==> src/rtl/fir_pkg.sv <==
// Shared register map, ap_ctrl bit layout and run-sequencer states for the
// FIR control block.
package fir_pkg;

  localparam int ADDR_AP_CTRL  = 'h000;
  localparam int ADDR_DLEN     = 'h010;
  localparam int ADDR_TAP_BASE = 'h020;

  localparam int AP_START_BIT = 0;
  localparam int AP_DONE_BIT  = 1;
  localparam int AP_IDLE_BIT  = 2;

  typedef enum logic {
    IDLE = 1'b0,
    RUN  = 1'b1
  } fir_state_e;

endpackage

==> src/rtl/fir_axil_slave.sv <==
// AXI-Lite slave front end: accepts writes and reads, latches address/data and
// returns read data three cycles after the read address is presented.
module fir_axil_slave
  import fir_pkg::*;
#(
  parameter int pADDR_WIDTH = 12,
  parameter int pDATA_WIDTH = 32
) (
  input  logic                   axis_clk,
  input  logic                   axis_rst,
  input  logic [pADDR_WIDTH-1:0] awaddr,
  input  logic                   awvalid,
  output logic                   awready,
  input  logic [pDATA_WIDTH-1:0] wdata,
  input  logic                   wvalid,
  output logic                   wready,
  input  logic [pADDR_WIDTH-1:0] araddr,
  input  logic                   arvalid,
  output logic                   arready,
  output logic [pDATA_WIDTH-1:0] rdata,
  output logic                   rvalid,
  input  logic                   rready,
  output logic                   wr_vld_p1,
  output logic [pADDR_WIDTH-1:0] wr_addr_p1,
  output logic [pDATA_WIDTH-1:0] wr_data_p1,
  output logic                   rd_vld_p1,
  output logic [pADDR_WIDTH-1:0] rd_addr_p1,
  input  logic [pDATA_WIDTH-1:0] rd_val_p2
);

  logic wr_acc;
  logic rd_acc;
  logic rd_busy;
  logic rd_vld_p2;

  // A write accept blocks a same-cycle read accept so the two never share
  // the tap port in the same cycle.
  assign wr_acc  = awvalid & wvalid & ~wr_vld_p1;
  assign rd_busy = rd_vld_p1 | rd_vld_p2 | rvalid;
  assign rd_acc  = arvalid & ~rd_busy & ~wr_acc;

  assign awready = wr_vld_p1;
  assign wready  = wr_vld_p1;
  assign arready = rd_vld_p1;

  always_ff @(posedge axis_clk) begin
    if (axis_rst) begin
      wr_vld_p1 <= 1'b0;
      rd_vld_p1 <= 1'b0;
      rd_vld_p2 <= 1'b0;
      rvalid    <= 1'b0;
      rdata     <= '0;
    end else begin
      wr_vld_p1 <= wr_acc;
      rd_vld_p1 <= rd_acc;
      rd_vld_p2 <= rd_vld_p1;
      if (rd_vld_p2) begin
        rvalid <= 1'b1;
        rdata  <= rd_val_p2;
      end else if (rvalid && rready) begin
        rvalid <= 1'b0;
      end
    end
  end

  // p0 -> p1: address/data capture on accept
  always_ff @(posedge axis_clk) begin
    if (wr_acc) begin
      wr_addr_p1 <= awaddr;
      wr_data_p1 <= wdata;
    end
    if (rd_acc) begin
      rd_addr_p1 <= araddr;
    end
  end

endmodule

==> src/rtl/fir_ctrl.sv <==
// FIR engine control: ap_ctrl/data_length registers, run sequencing and
// arbitration of the single tap BRAM port between host and engine.
module fir_ctrl
  import fir_pkg::*;
#(
  parameter int pADDR_WIDTH = 12,
  parameter int pDATA_WIDTH = 32,
  parameter int Tape_Num    = 11
) (
  input  logic                   axis_clk,
  input  logic                   axis_rst,
  input  logic [pADDR_WIDTH-1:0] awaddr,
  input  logic                   awvalid,
  output logic                   awready,
  input  logic [pDATA_WIDTH-1:0] wdata,
  input  logic                   wvalid,
  output logic                   wready,
  input  logic [pADDR_WIDTH-1:0] araddr,
  input  logic                   arvalid,
  output logic                   arready,
  output logic [pDATA_WIDTH-1:0] rdata,
  output logic                   rvalid,
  input  logic                   rready,
  input  logic                   sm_tvalid,
  input  logic                   sm_tready,
  input  logic                   sm_tlast,
  output logic                   eng_start,
  output logic                   eng_tap_gnt,
  input  logic [pADDR_WIDTH-1:0] eng_tap_A,
  output logic [pDATA_WIDTH-1:0] data_length,
  output logic [3:0]             tap_WE,
  output logic                   tap_EN,
  output logic [pDATA_WIDTH-1:0] tap_Di,
  output logic [pADDR_WIDTH-1:0] tap_A,
  input  logic [pDATA_WIDTH-1:0] tap_Do
);

  localparam logic [pADDR_WIDTH-1:0] A_CTRL    = pADDR_WIDTH'(ADDR_AP_CTRL);
  localparam logic [pADDR_WIDTH-1:0] A_DLEN    = pADDR_WIDTH'(ADDR_DLEN);
  localparam logic [pADDR_WIDTH-1:0] A_TAP     = pADDR_WIDTH'(ADDR_TAP_BASE);
  localparam logic [pADDR_WIDTH-1:0] A_TAP_END = pADDR_WIDTH'(ADDR_TAP_BASE + 4 * Tape_Num);
  localparam logic [pDATA_WIDTH-1:0] ONE       = pDATA_WIDTH'(1);

  function automatic logic is_tap(input logic [pADDR_WIDTH-1:0] a);
    return (a >= A_TAP) && (a < A_TAP_END);
  endfunction

  logic                   wr_vld_p1;
  logic [pADDR_WIDTH-1:0] wr_addr_p1;
  logic [pDATA_WIDTH-1:0] wr_data_p1;
  logic                   rd_vld_p1;
  logic [pADDR_WIDTH-1:0] rd_addr_p1;
  logic [pDATA_WIDTH-1:0] rd_val_p2;
  logic                   rd_host_p2;

  fir_state_e             state;
  fir_state_e             state_nxt;
  logic                   start_go;
  logic                   run_end;
  logic                   sm_hs;
  logic [pDATA_WIDTH-1:0] dlen_q;
  logic [pDATA_WIDTH-1:0] out_cnt;
  logic                   ap_done;
  logic                   eng_start_q;
  logic [pDATA_WIDTH-1:0] ap_ctrl_val;
  logic                   wr_tap;
  logic                   rd_tap;

  fir_axil_slave #(
    .pADDR_WIDTH (pADDR_WIDTH),
    .pDATA_WIDTH (pDATA_WIDTH)
  ) u_axil (
    .axis_clk   (axis_clk),
    .axis_rst   (axis_rst),
    .awaddr     (awaddr),
    .awvalid    (awvalid),
    .awready    (awready),
    .wdata      (wdata),
    .wvalid     (wvalid),
    .wready     (wready),
    .araddr     (araddr),
    .arvalid    (arvalid),
    .arready    (arready),
    .rdata      (rdata),
    .rvalid     (rvalid),
    .rready     (rready),
    .wr_vld_p1  (wr_vld_p1),
    .wr_addr_p1 (wr_addr_p1),
    .wr_data_p1 (wr_data_p1),
    .rd_vld_p1  (rd_vld_p1),
    .rd_addr_p1 (rd_addr_p1),
    .rd_val_p2  (rd_val_p2)
  );

  assign sm_hs = sm_tvalid & sm_tready;

  always_comb begin
    state_nxt = state;
    start_go  = 1'b0;
    run_end   = 1'b0;
    case (state)
      IDLE: begin
        if (wr_vld_p1 && wr_addr_p1 == A_CTRL && wr_data_p1[AP_START_BIT] && dlen_q != '0) begin
          start_go  = 1'b1;
          state_nxt = RUN;
        end
      end
      RUN: begin
        if (sm_hs && (out_cnt == dlen_q - ONE || sm_tlast)) begin
          run_end   = 1'b1;
          state_nxt = IDLE;
        end
      end
      default: state_nxt = IDLE;
    endcase
  end

  always_ff @(posedge axis_clk) begin
    if (axis_rst) begin
      state <= IDLE;
    end else begin
      state <= state_nxt;
    end
  end

  always_ff @(posedge axis_clk) begin
    if (axis_rst) begin
      eng_start_q <= 1'b0;
      ap_done     <= 1'b0;
      out_cnt     <= '0;
      dlen_q      <= '0;
    end else begin
      eng_start_q <= start_go;
      if (start_go) begin
        out_cnt <= '0;
      end else if (state == RUN && sm_hs) begin
        out_cnt <= out_cnt + ONE;
      end
      // Completion takes priority over a coincident ap_ctrl read clearing done.
      if (start_go) begin
        ap_done <= 1'b0;
      end else if (run_end) begin
        ap_done <= 1'b1;
      end else if (rvalid && rready && rd_addr_p1 == A_CTRL) begin
        ap_done <= 1'b0;
      end
      if (wr_vld_p1 && wr_addr_p1 == A_DLEN && state == IDLE) begin
        dlen_q <= wr_data_p1;
      end
    end
  end

  assign eng_start   = eng_start_q;
  assign data_length = dlen_q;

  always_comb begin
    ap_ctrl_val               = '0;
    ap_ctrl_val[AP_START_BIT] = eng_start_q;
    ap_ctrl_val[AP_DONE_BIT]  = ap_done;
    ap_ctrl_val[AP_IDLE_BIT]  = (state == IDLE);
  end

  // p1 -> p2: remember whether the host actually owned the tap port when the
  // read address was presented; otherwise tap_Do belongs to the engine.
  always_ff @(posedge axis_clk) begin
    if (rd_vld_p1) begin
      rd_host_p2 <= (state == IDLE);
    end
  end

  always_comb begin
    rd_val_p2 = '0;
    if (is_tap(rd_addr_p1)) begin
      if (rd_host_p2) begin
        rd_val_p2 = tap_Do;
      end
    end else if (rd_addr_p1 == A_CTRL) begin
      rd_val_p2 = ap_ctrl_val;
    end else if (rd_addr_p1 == A_DLEN) begin
      rd_val_p2 = dlen_q;
    end
  end

  assign eng_tap_gnt = (state == RUN);
  assign tap_EN      = 1'b1;
  assign wr_tap      = wr_vld_p1 && is_tap(wr_addr_p1) && (state == IDLE);
  assign rd_tap      = rd_vld_p1 && is_tap(rd_addr_p1);

  always_comb begin
    tap_WE = 4'h0;
    tap_Di = '0;
    tap_A  = '0;
    if (eng_tap_gnt) begin
      tap_A = eng_tap_A;
    end else if (wr_tap) begin
      tap_WE = 4'hF;
      tap_A  = wr_addr_p1 - A_TAP;
      tap_Di = wr_data_p1;
    end else if (rd_tap) begin
      tap_A = rd_addr_p1 - A_TAP;
    end
  end

endmodule

==> config.mk <==
export PLATFORM = sky130hd
export DESIGN_NAME = fir_ctrl
export DESIGN_NICKNAME = d
export VERILOG_FILES = /design/src/rtl/fir_pkg.sv /design/src/rtl/fir_axil_slave.sv /design/src/rtl/fir_ctrl.sv
export SDC_FILE = /design/constraint.sdc
export NUM_CORES = 1
export LEC_CHECK = 0
export BUFFER_PORTS_ARGS = -buffer_cell sky130_fd_sc_hd__buf_2
export CAP_MARGIN = 20
export CORE_MARGIN = 2
export CORE_UTILIZATION = 56
export CTS_CLUSTER_SIZE = 30
export DETAILED_ROUTE_END_ITERATION = 7
export PLACE_DENSITY = 0.95
export SYNTH_ARGS = -nofsm -noshare
export SYNTH_HDL_FRONTEND = slang
export SYNTH_SLANG_ARGS = --single-unit
==> constraint.sdc <==
create_clock -name axis_clk -period 6.38 [get_ports axis_clk]
set_clock_uncertainty 0.2 [all_clocks]
set_input_delay 0.957 -clock axis_clk [delete_from_list [all_inputs] [get_ports axis_clk]]
set_output_delay 0.957 -clock axis_clk [all_outputs]
set_load 0.01 [all_outputs]
==> results.toml, run 1 <==
[run]
maxCapViolCount = 0

[die]
start_util_pct = 57.8
core_sq_um = 13300
pin_count = 228
die_area_sq_um = 14700
die_h_microns = 121
fp.dieW_microns = 121
row_count = 42

[critical_path]
r2r-end = "out_cnt[31]$_SDFFE_PP0P_"
critical_path_class = "flop to primary output"
endpoint = "tap_A[9]"
required_ns = 5.22
worst-path-max-fanout = 27
reg2reg_from = "eng_tap_gnt$_SDFF_PP0_"
startpoint = "eng_tap_gnt$_SDFF_PP0_"
start_kind = "flop"
rrSetupSlack_ns = 3.13
worstPathArrival_ns = 2.71
worst_r2r_path_depth = 7
endpoint_kind = "primary output"

[placed_design]
place_ws_ns = 2.99
place.gp.congestion = 0.935
place_hpwl_mm = 16.2
io_buffers = 226
place_area_sq_um = 8870

[cts]
cts_tree = "built"
post_cts_buffers = 0
cts_made_buffers = 17
hold_buffers = 0
clk_latency_ns = 0.43
clkTransAtPathRegs_ns = 0.06
clockBufferDepth = 2
htreeDepth = 4
cts.sink_count = 160
ctsResizeCount = 0
root_buffer = "clkbuf_16"

[global_routing]
grt_start_max_net_pins = 71
grt_pass1_wl_mm = 35.1
grt_pass1_vias = 6869
grt-ovfl-total = 0
grt_antenna_before_repair = 1
grt_use_total_pct = 30.7

[pwr]
p_seq_share_pct = 49.9
power.static_leakage_nw = 3.89
total_power_w = 0.00222
power_density_nw_per_um2 = 234
clkPwrFrac_pct = 45.4
switching_share_pct = 22.7
internal_power_w = 0.00171
p_sw_w = 0.000503
pwr-share-comb_pct = 4.7
irDropWorstVdd_v = 0.000226

[sta]
slew_violations = 0
fin_tns_setup_ns = 0
worst_pin_slew_ns = 0.784
hold_ws_ns = 0.285
report.final.setup_viol = 0
rsz0062_at_grt = "no"
post-route-period-util_pct = 60.6
max_freq_mhz = 259
timing.slew.headroom_pct = 47.7
hold_viol = 0
min_period_ns = 3.86
postLayoutSetupSlackWorst_ns = 2.52

[layout]
fin_nets = 1143
drive_gt1_share_pct = 27.8
diodes = 0
fin_area_sq_um = 9490
syn_to_final_growth_pct = 23.1
final_common_cell = "buf_2"
layout.cells.most_common_list = "226 x buf_2, 102 x dfxtp_1, 101 x nand2_1, 91 x nor2_1, 57 x edfxtp_1"

[yosys]
synth.top_cell.area_share_pct = 26.7
async_flop_share_pct = 0
synthTopCellsByArea = "dfxtp_1 27%, edfxtp_1 22%, nand2_1 4.9%"
synth_edf_count = 57
syn_nets = 950
synth_area_leader_cell = "dfxtp_1"
seq_area_frac_synth_pct = 48.9
syn_inst = 837
synth_cell_type_count = 65
avgSynthCellArea_sq_um = 9.21
ys_ff_latch = 160
syn_area_sq_um = 7710
yosysWarnings = 0
synth_ff_type = "dfxtp_1"

[routing]
post-route-drc-count = 0
initialDrtViolationCount = 615
drt-pass1-iter-count = 5
vias_per_cell = 6.00
final_antenna_net_count = 0
wl_per_cell_microns = 18.6
vias = 7316
wl_mm = 22.7

[outcome]
status = "completed"

[hold_path]
hp-class = "flop to flop"
## worst min path at each step
stage	from	to	slack, ns	cells past startpoint
finish	u_axil.rdata[12]$_SDFFE_PP0P_	u_axil.rdata[12]$_SDFFE_PP0P_	0.28	2
CTS	u_axil.rdata[4]$_SDFFE_PP0P_	u_axil.rdata[4]$_SDFFE_PP0P_	0.29	2
detailed placement	u_axil.rdata[13]$_SDFFE_PP0P_	u_axil.rdata[13]$_SDFFE_PP0P_	0.27	2
global route	u_axil.rdata[4]$_SDFFE_PP0P_	u_axil.rdata[4]$_SDFFE_PP0P_	0.30	2
global placement	u_axil.rdata[29]$_SDFFE_PP0P_	u_axil.rdata[29]$_SDFFE_PP0P_	0.27	2
floorplan	out_cnt[1]$_SDFFE_PP0P_	out_cnt[1]$_SDFFE_PP0P_	0.27	2
## routing by layer
metal | wire length, microns | global-route usage, % | vias up
met1 | 8560 | 37.1 | 3435
met5 | 0 | 0 | -
met4 | 758 | 12.8 | 0
met2 | 11200 | 52.3 | 453
met3 | 2170 | 7.47 | 68
li1 | - | - | 3360
## critical path, stage by stage (launching register included)
cell and delay [ns]:
dfxtp_1 0.56, nor4_1 0.36, nand3_1 0.19, nor2_2 0.16, and3b_1 0.28, a221oi_1 0.45
a21oi_1 0.09, buf_2 0.18
## per-stage QoR
stage / utilization, % / instances
detailed placement: 66.4 / 1185
floorplan: - / 837
global placement: 66.4 / 1185
global route: 71.1 / 1219
CTS: 70.8 / 1217
finish: 71.1 / 1219
## flip-flops by register name, summed over array words and instances (netlist names), 12 cells and up
| name | cells |
|---|---|
| data_length | 32 |
| out_cnt | 32 |
| u_axil.rdata | 32 |
| u_axil.wr_data_p1 | 32 |
| u_axil.rd_addr_p1 | 12 |
| u_axil.wr_addr_p1 | 12 |
## cell type report
cell class                 count  area [sq um]
clock buffer                  18           429
clock inverter                14           156
fill                         951          3850
inverter                      22          82.6
multi-input combinational    593          3600
sequential                   160          3770
tap                          176           220
timing repair buffer         236          1230
## synthesized netlist by cell type, types with 5 or more instances
cell and instances:
dfxtp_1 103, nand2_1 101, nor2_1 93, edfxtp_1 57
a21oi_1 51, clkbuf_1 46, and2_1 42, xnor2_1 40
a22oi_1 38, a211oi_1 34, xor2_1 28, inv_1 22
nor3_1 20, nand3_1 15, nor4_1 15, o21ai_0 15
nand4_1 11, and3_1 9, or3_1 8, buf_4 6
a31oi_1 5, and4_1 5, nor4_2 5
## power by group through the flow
stage | Sequential [W] | Combinational (W) | Clock (W)
final | 0.00111 | 0.000105 | 0.00101
after CTS | 0.00110 | 0.000104 | 0.00101
after floorplan | 0.00113 | 0.0000407 | 0
after global routing | 0.00111 | 0.000114 | 0.00106
after detailed placement | 0.00113 | 0.000103 | 0
after global placement | 0.00112 | 0.0000995 | 0
## kinds of logic after synthesis
logic type,Yosys count,synth area share (%)
multiplexers,3,0.422
AND/OR/NAND/NOR,354,23.5
flip-flops,160,48.9
buffers and inverters,84,4.66
other,1,0.0486
adder cells (fa/ha/maj),4,0.649
XOR/XNOR,68,7.72
AO/OA/AOI/OAI,163,14.0
Note: power is estimated with default switching activity, not from simulation.
==> run 2, diff against run 1 <==
--- a/config.mk
+++ b/config.mk
@@ -5,13 +5,14 @@
 export SDC_FILE = /design/constraint.sdc
 export NUM_CORES = 1
 export LEC_CHECK = 0
+export ABC_AREA = 1
 export BUFFER_PORTS_ARGS = -buffer_cell sky130_fd_sc_hd__buf_2
 export CAP_MARGIN = 20
 export CORE_MARGIN = 2
-export CORE_UTILIZATION = 56
+export CORE_UTILIZATION = 48
 export CTS_CLUSTER_SIZE = 30
 export DETAILED_ROUTE_END_ITERATION = 7
-export PLACE_DENSITY = 0.95
+export PLACE_DENSITY = 0.88
 export SYNTH_ARGS = -nofsm -noshare
 export SYNTH_HDL_FRONTEND = slang
 export SYNTH_SLANG_ARGS = --single-unit
==> constraint.sdc (replaced) <==
create_clock -name axis_clk -period 3.3 [get_ports axis_clk]
set_clock_uncertainty 0.2 [all_clocks]
set_input_delay 0.495 -clock axis_clk [delete_from_list [all_inputs] [get_ports axis_clk]]
set_output_delay 0.495 -clock axis_clk [all_outputs]
set_load 0.01 [all_outputs]
==> run 2 against run 1 <==
Effect of this change:
- via count rose by 9.1%
- die area rose by 21%
- setup slack got worse by 2.2 ns
- count of clock-buffer cells in the layout fell by 1
- synthesized area rose by 4.2%
- register-to-register slack got worse by 2.4 ns
- combinational power rose by 110%
- hold slack got worse by 0.26 ns
- utilization fell by 11 points
- global-route usage fell by 2.3 points
- synthesized cell count rose by 23%
- routed wire length rose by 10%
- largest power group unchanged
- highest routed layer unchanged
==> results.toml, run 2 <==
[cts]
clk_latency_ns = 0.44
htreeDepth = 4
cts.sink_count = 160
cts_made_buffers = 17
root_buffer = "clkbuf_16"
clockBufferDepth = 2
cts_tree = "built"
clkTransAtPathRegs_ns = 0.07
post_cts_buffers = 0

[layout]
layout.cells.most_common_list = "229 x nor2_1, 226 x buf_2, 175 x nand2_1, 113 x inv_1, 103 x dfxtp_1"
multiInputGateArea_sq_um = 3640
diodes = 0
fin_nets = 1358
seq_area_sq_um = 3770
syn_to_final_growth_pct = 23.6
fillers = 1438
fin_area_sq_um = 9930
final_common_cell = "nor2_1"
drive_gt1_share_pct = 24.6
post-route-util_pct = 60.3

[routing]
wl_mm = 25.0
post-route-drc-count = 0
final_antenna_net_count = 0
vias = 7985
vias_per_cell = 5.40
drt-pass1-iter-count = 6
initialDrtViolationCount = 656
wl_per_cell_microns = 16.9

[global_routing]
grt_pass1_wl_mm = 39.2
grt_pass1_vias = 7699
grt_use_total_pct = 28.4
grt_start_max_net_pins = 65
grt-ovfl-total = 0
grtUsageMet2_pct = 48.2
grt_antenna_before_repair = 0
use_met1_pct = 35.4
top_usage_layer = "met2"
grt_use_met3_pct = 6.24

[yosys]
synth.top_cell.area_share_pct = 25.7
synth_cell_type_count = 46
seq_area_frac_synth_pct = 47.0
async_flop_share_pct = 0
yosysMostFrequentCell = "nor2_1"
ys_ff_latch = 160
avgSynthCellArea_sq_um = 7.81
syn_nets = 1142
ys_top_cells_by_count = "229 x nor2_1, 175 x nand2_1, 114 x inv_1"
yosysWarnings = 0
syn_area_sq_um = 8040
synthTopCellsByArea = "dfxtp_1 26%, edfxtp_1 21%, nor2_1 11%"
synth_ff_type = "dfxtp_1"
syn_inst = 1029
synth_area_leader_cell = "dfxtp_1"
synth_edf_count = 57

[sta]
max_freq_mhz = 332
post-route-period-util_pct = 91.2
fin_tns_setup_ns = 0
report.final.setup_viol = 0
hold_viol = 0
timing.slew.headroom_pct = 34.6
rsz0062_at_grt = "no"
worst_pin_slew_ns = 0.977
slew_violations = 0
min_period_ns = 3.01
postLayoutSetupSlackWorst_ns = 0.291

[placed_design]
place_ws_ns = 0.625
io_buffers = 226
place_area_sq_um = 9370
place.gp.congestion = 0.967
place_hpwl_mm = 18.6

[pwr]
clkPwrFrac_pct = 44.0
irDropWorstVdd_v = 0.000367
total_power_w = 0.00419
pwr-share-comb_pct = 5.2
p_sw_w = 0.00102
switching_share_pct = 24.3
power_density_nw_per_um2 = 422
power.static_leakage_nw = 4.87
p_seq_share_pct = 50.8
internal_power_w = 0.00317

[critical_path]
worstPathArrival_ns = 2.31
start_kind = "flop"
worst-path-max-fanout = 8
endpoint_kind = "primary output"
critical_path_class = "flop to primary output"
required_ns = 2.60

[die]
fp.dieW_microns = 133
start_util_pct = 48.8
row_count = 47
core_sq_um = 16500
die_h_microns = 133
pin_count = 228
die_area_sq_um = 17800

[hold_path]
hp-class = "primary input to flop"

[run]
maxCapViolCount = 0

[outcome]
status = "completed"
run 2: cell types whose count changed after synthesis, sizes merged, moves of 31 or more:
cell / previous run / this run
o21ai: 16 / 47
nand2: 101 / 182
and2: 42 / 0
nor2: 94 / 242
inv: 22 / 122
a22oi: 38 / 0
run 2: layout make-up:
type / instances / area share [%]
clock buffers: 17 / 4.28
clock inverters: 15 / 1.29
inverters: 123 / 4.65
multi-input cells: 704 / 36.6
repair buffers: 239 / 12.4
well taps: 220 / 2.77
flip-flops and latches: 160 / 38.0
run 2: what timing repair did:
item                       4_1_cts  5_1_grt
hold endpoints to repair         0        0
hold buffers                     0        0
resized for setup                0        2
setup endpoints to repair        0       10
run 2: power groups by stage:
| stage | Combinational (W) | Sequential [W] | Clock [W] |
|---|---|---|---|
| 5_1_grt | 0.000239 | 0.00213 | 0.00194 |
| 3_5_place_dp | 0.000214 | 0.00217 | 0 |
| 4_1_cts | 0.000215 | 0.00213 | 0.00186 |
| 3_3_place_gp | 0.000209 | 0.00217 | 0 |
| 2_1_floorplan | 0.0000869 | 0.00217 | 0 |
| 6_report | 0.000218 | 0.00213 | 0.00185 |
run 2: final timing paths:
path                                   from                               to  slack [ns]  cells past startpoint
max          u_axil.wr_addr_p1[6]$_DFFE_PP_                        tap_A[11]        0.29                      7
max reg2reg     u_axil.rd_vld_p2$_SDFF_PP0_    u_axil.rdata[23]$_SDFFE_PP0P_        0.70                      3
min reg2reg      u_axil.rvalid$_SDFFE_PP0P_       u_axil.rvalid$_SDFFE_PP0P_        0.29                      2
min                               wdata[30]  u_axil.wr_data_p1[30]$_DFFE_PP_        0.03                      1
run 2: critical path: stages, from the launching register on:
cell and delay (ns):
edfxtp_1 0.38, inv_1 0.08, a2111oi_2 0.43, nand3_2 0.18
and3_1 0.27, a21oi_1 0.30, nor2_1 0.08, buf_2 0.15
run 2: through the flow:
stage	cells	hold WS [ns]
final	1478	0.0297
after detailed placement	1446	0.283
after global placement	1446	0.275
after floorplan	1029	0.244
after global routing	1478	0.00986
after CTS	1478	0.0159
run 2: cell families after synthesis:
family	share of synthesized area, %
AOI/OAI and AO/OA	11.2
xor gates and xnor gates	5.84
adders and majority gates	0.623
buffers and inverters	8.10
DFF	47.0
other	0.0467
and+or+nand+nor	27.3
run 2: routing by layer:
metal / vias to the layer above / wire length, microns
li1: 3814 / -
met1: 3711 / 9960
met2: 403 / 12200
met3: 57 / 2240
met4: 0 / 584
met5: - / 0
==> run 3, diff against run 2 <==
--- a/config.mk
+++ b/config.mk
@@ -9,10 +9,11 @@
 export BUFFER_PORTS_ARGS = -buffer_cell sky130_fd_sc_hd__buf_2
 export CAP_MARGIN = 20
 export CORE_MARGIN = 2
-export CORE_UTILIZATION = 48
+export CORE_UTILIZATION = 49
+export CTS_BUF_LIST = sky130_fd_sc_hd__clkbuf_8
 export CTS_CLUSTER_SIZE = 30
 export DETAILED_ROUTE_END_ITERATION = 7
-export PLACE_DENSITY = 0.88
+export PLACE_DENSITY = 0.9
 export SYNTH_ARGS = -nofsm -noshare
 export SYNTH_HDL_FRONTEND = slang
 export SYNTH_SLANG_ARGS = --single-unit
==> run 3 against run 2 <==
Effect of this change:
- largest cell class unchanged
- critical path depth did not move
- flip-flop and latch count unchanged
- count of clock-buffer cells in the layout is the same
- design area grew 2.8%
==> results.toml, run 3 (synthesis results as in run 2) <==
[sta]
rsz0062_at_grt = "no"
hold_viol = 0
postLayoutSetupSlackWorst_ns = 0.122
report.final.setup_viol = 0
timing.slew.headroom_pct = 34.2
slew_violations = 0
fin_tns_setup_ns = 0
post-route-period-util_pct = 96.3
worst_pin_slew_ns = 0.984
max_freq_mhz = 315
min_period_ns = 3.18

[cts]
root_buffer = "clkbuf_8"
post_cts_buffers = 0
htreeDepth = 4
clkTransAtPathRegs_ns = 0.09
cts_tree = "built"
clockBufferDepth = 2
clk_latency_ns = 0.47
cts.sink_count = 160
cts_made_buffers = 17

[routing]
initialDrtViolationCount = 804
post-route-drc-count = 0
drt-pass1-iter-count = 6
wl_mm = 26.5
vias_per_cell = 5.46
wl_per_cell_microns = 17.5
final_antenna_net_count = 0
vias = 8288

[critical_path]
slowest_stage = "a2111oi_1"
rrSetupSlack_ns = 0.58
worstPathCellList = "inv_1 > a2111oi_1 > nand3_2 > and3_1 > a21oi_1 > nor2_1 > buf_2"
start_kind = "flop"
worstPathArrival_ns = 2.48
startpoint = "u_axil.wr_addr_p1[6]$_DFFE_PP_"
cp.buffers_inverters = 2
reg2reg_from = "u_axil.rd_vld_p2$_SDFF_PP0_"
worst_r2r_path_depth = 3
critical_path_class = "flop to primary output"
required_ns = 2.60
crit_family = "compound AO/OA/AOI/OAI gates"
endpoint_kind = "primary output"
cpPeakStageDelay_ns = 0.52
worst-path-max-fanout = 8
r2r-end = "u_axil.rdata[7]$_SDFFE_PP0P_"

[hold_path]
hold_end = "u_axil.wr_data_p1[3]$_DFFE_PP_"
hp-class = "primary input to flop"
hold_start = "wdata[3]"
min_path_cells = 1

[layout]
seq_area_sq_um = 3770
fin_area_sq_um = 10200
fillers = 1283
layout.cells.most_common_list = "229 x nor2_1, 226 x buf_2, 175 x nand2_1, 115 x inv_1, 103 x dfxtp_1"
fin_nets = 1402
multiInputGateArea_sq_um = 3630
syn_to_final_growth_pct = 27.0
drive_gt1_share_pct = 23.4
final_common_cell = "nor2_1"

[outcome]
status = "completed"

[global_routing]
grt_start_max_net_pins = 65
grt_pass1_wl_mm = 41.5
grt-ovfl-total = 0
grt_antenna_before_repair = 1
grt_use_total_pct = 30.1
grt_pass1_vias = 8153

[placed_design]
place_area_sq_um = 9350
place_ws_ns = 0.571
io_buffers = 226
place.gp.congestion = 1.00
place_hpwl_mm = 18.6

[die]
row_count = 46
start_util_pct = 50.4
die_area_sq_um = 17400
fp.dieW_microns = 132
die_h_microns = 132
core_sq_um = 15900
pin_count = 228

[pwr]
power_density_nw_per_um2 = 379
irDropWorstVdd_v = 0.000263
power.static_leakage_nw = 4.99

[run]
maxCapViolCount = 0
[run 3: cell types whose count changed in the layout (fill, tap and decap cells not counted), sizes merged]
cell,previous run,this run
inv,129,131
diode,0,1
clkinv,6,4
clkinvlp,3,1
bufinv,0,2
buf,239,237
dlygate4sd3,0,46
[run 3: power breakdown]
group	switching [W]	internal, W	total (W)
sequential	0.0000259	0.00210	0.00213
clock	0.000795	0.000684	0.00148
combinational	0.000143	0.000122	0.000265
[run 3: worst max-delay path by stage]
stage / end / depth (start not counted)
final: tap_A[7] / 7
after global routing: tap_A[9] / 7
after CTS: tap_A[9] / 7
after detailed placement: tap_A[9] / 6
after global placement: tap_A[11] / 7
after floorplan: u_axil.rd_addr_p1[0]$_DFFE_PP_ / 3
[run 3: cell type report]
type,count,area share (%)
Multi-Input combinational cell,704,35.6
Inverter,123,4.52
Clock buffer,17,2.29
Sequential cell,160,37.0
Antenna cell,1,0.0245
Timing Repair Buffer,283,16.4
Tap cell,216,2.65
Clock inverter,15,1.54
[run 3: per-layer routing]
| layer | GRT usage [%] | routed length [microns] |
|---|---|---|
| met1 | 36.2 | 9860 |
| met2 | 50.2 | 12800 |
| met3 | 8.00 | 2770 |
| met4 | 14.7 | 1140 |
| met5 | 0 | 0 |
[run 3: metrics by stage]
step / total power (W) / instances / hold slack [ns] / utilization, %
3_5_place_dp: 0.00238 / 1440 / 0.261 / 58.6
2_1_floorplan: 0.00226 / 1029 / 0.244 / -
5_1_grt: 0.00397 / 1519 / 0.000991 / 64.0
6_report: 0.00387 / 1519 / 0.0133 / 64.0
4_1_cts: 0.00385 / 1515 / 0.000281 / 63.8
3_3_place_gp: 0.00237 / 1440 / 0.269 / 58.6
[run 3: what timing repair did]
action	in CTS	in global routing
hold endpoints to repair	43	3
hold buffers	43	3
gates resized for setup	0	1
setup endpoints to repair	0	3
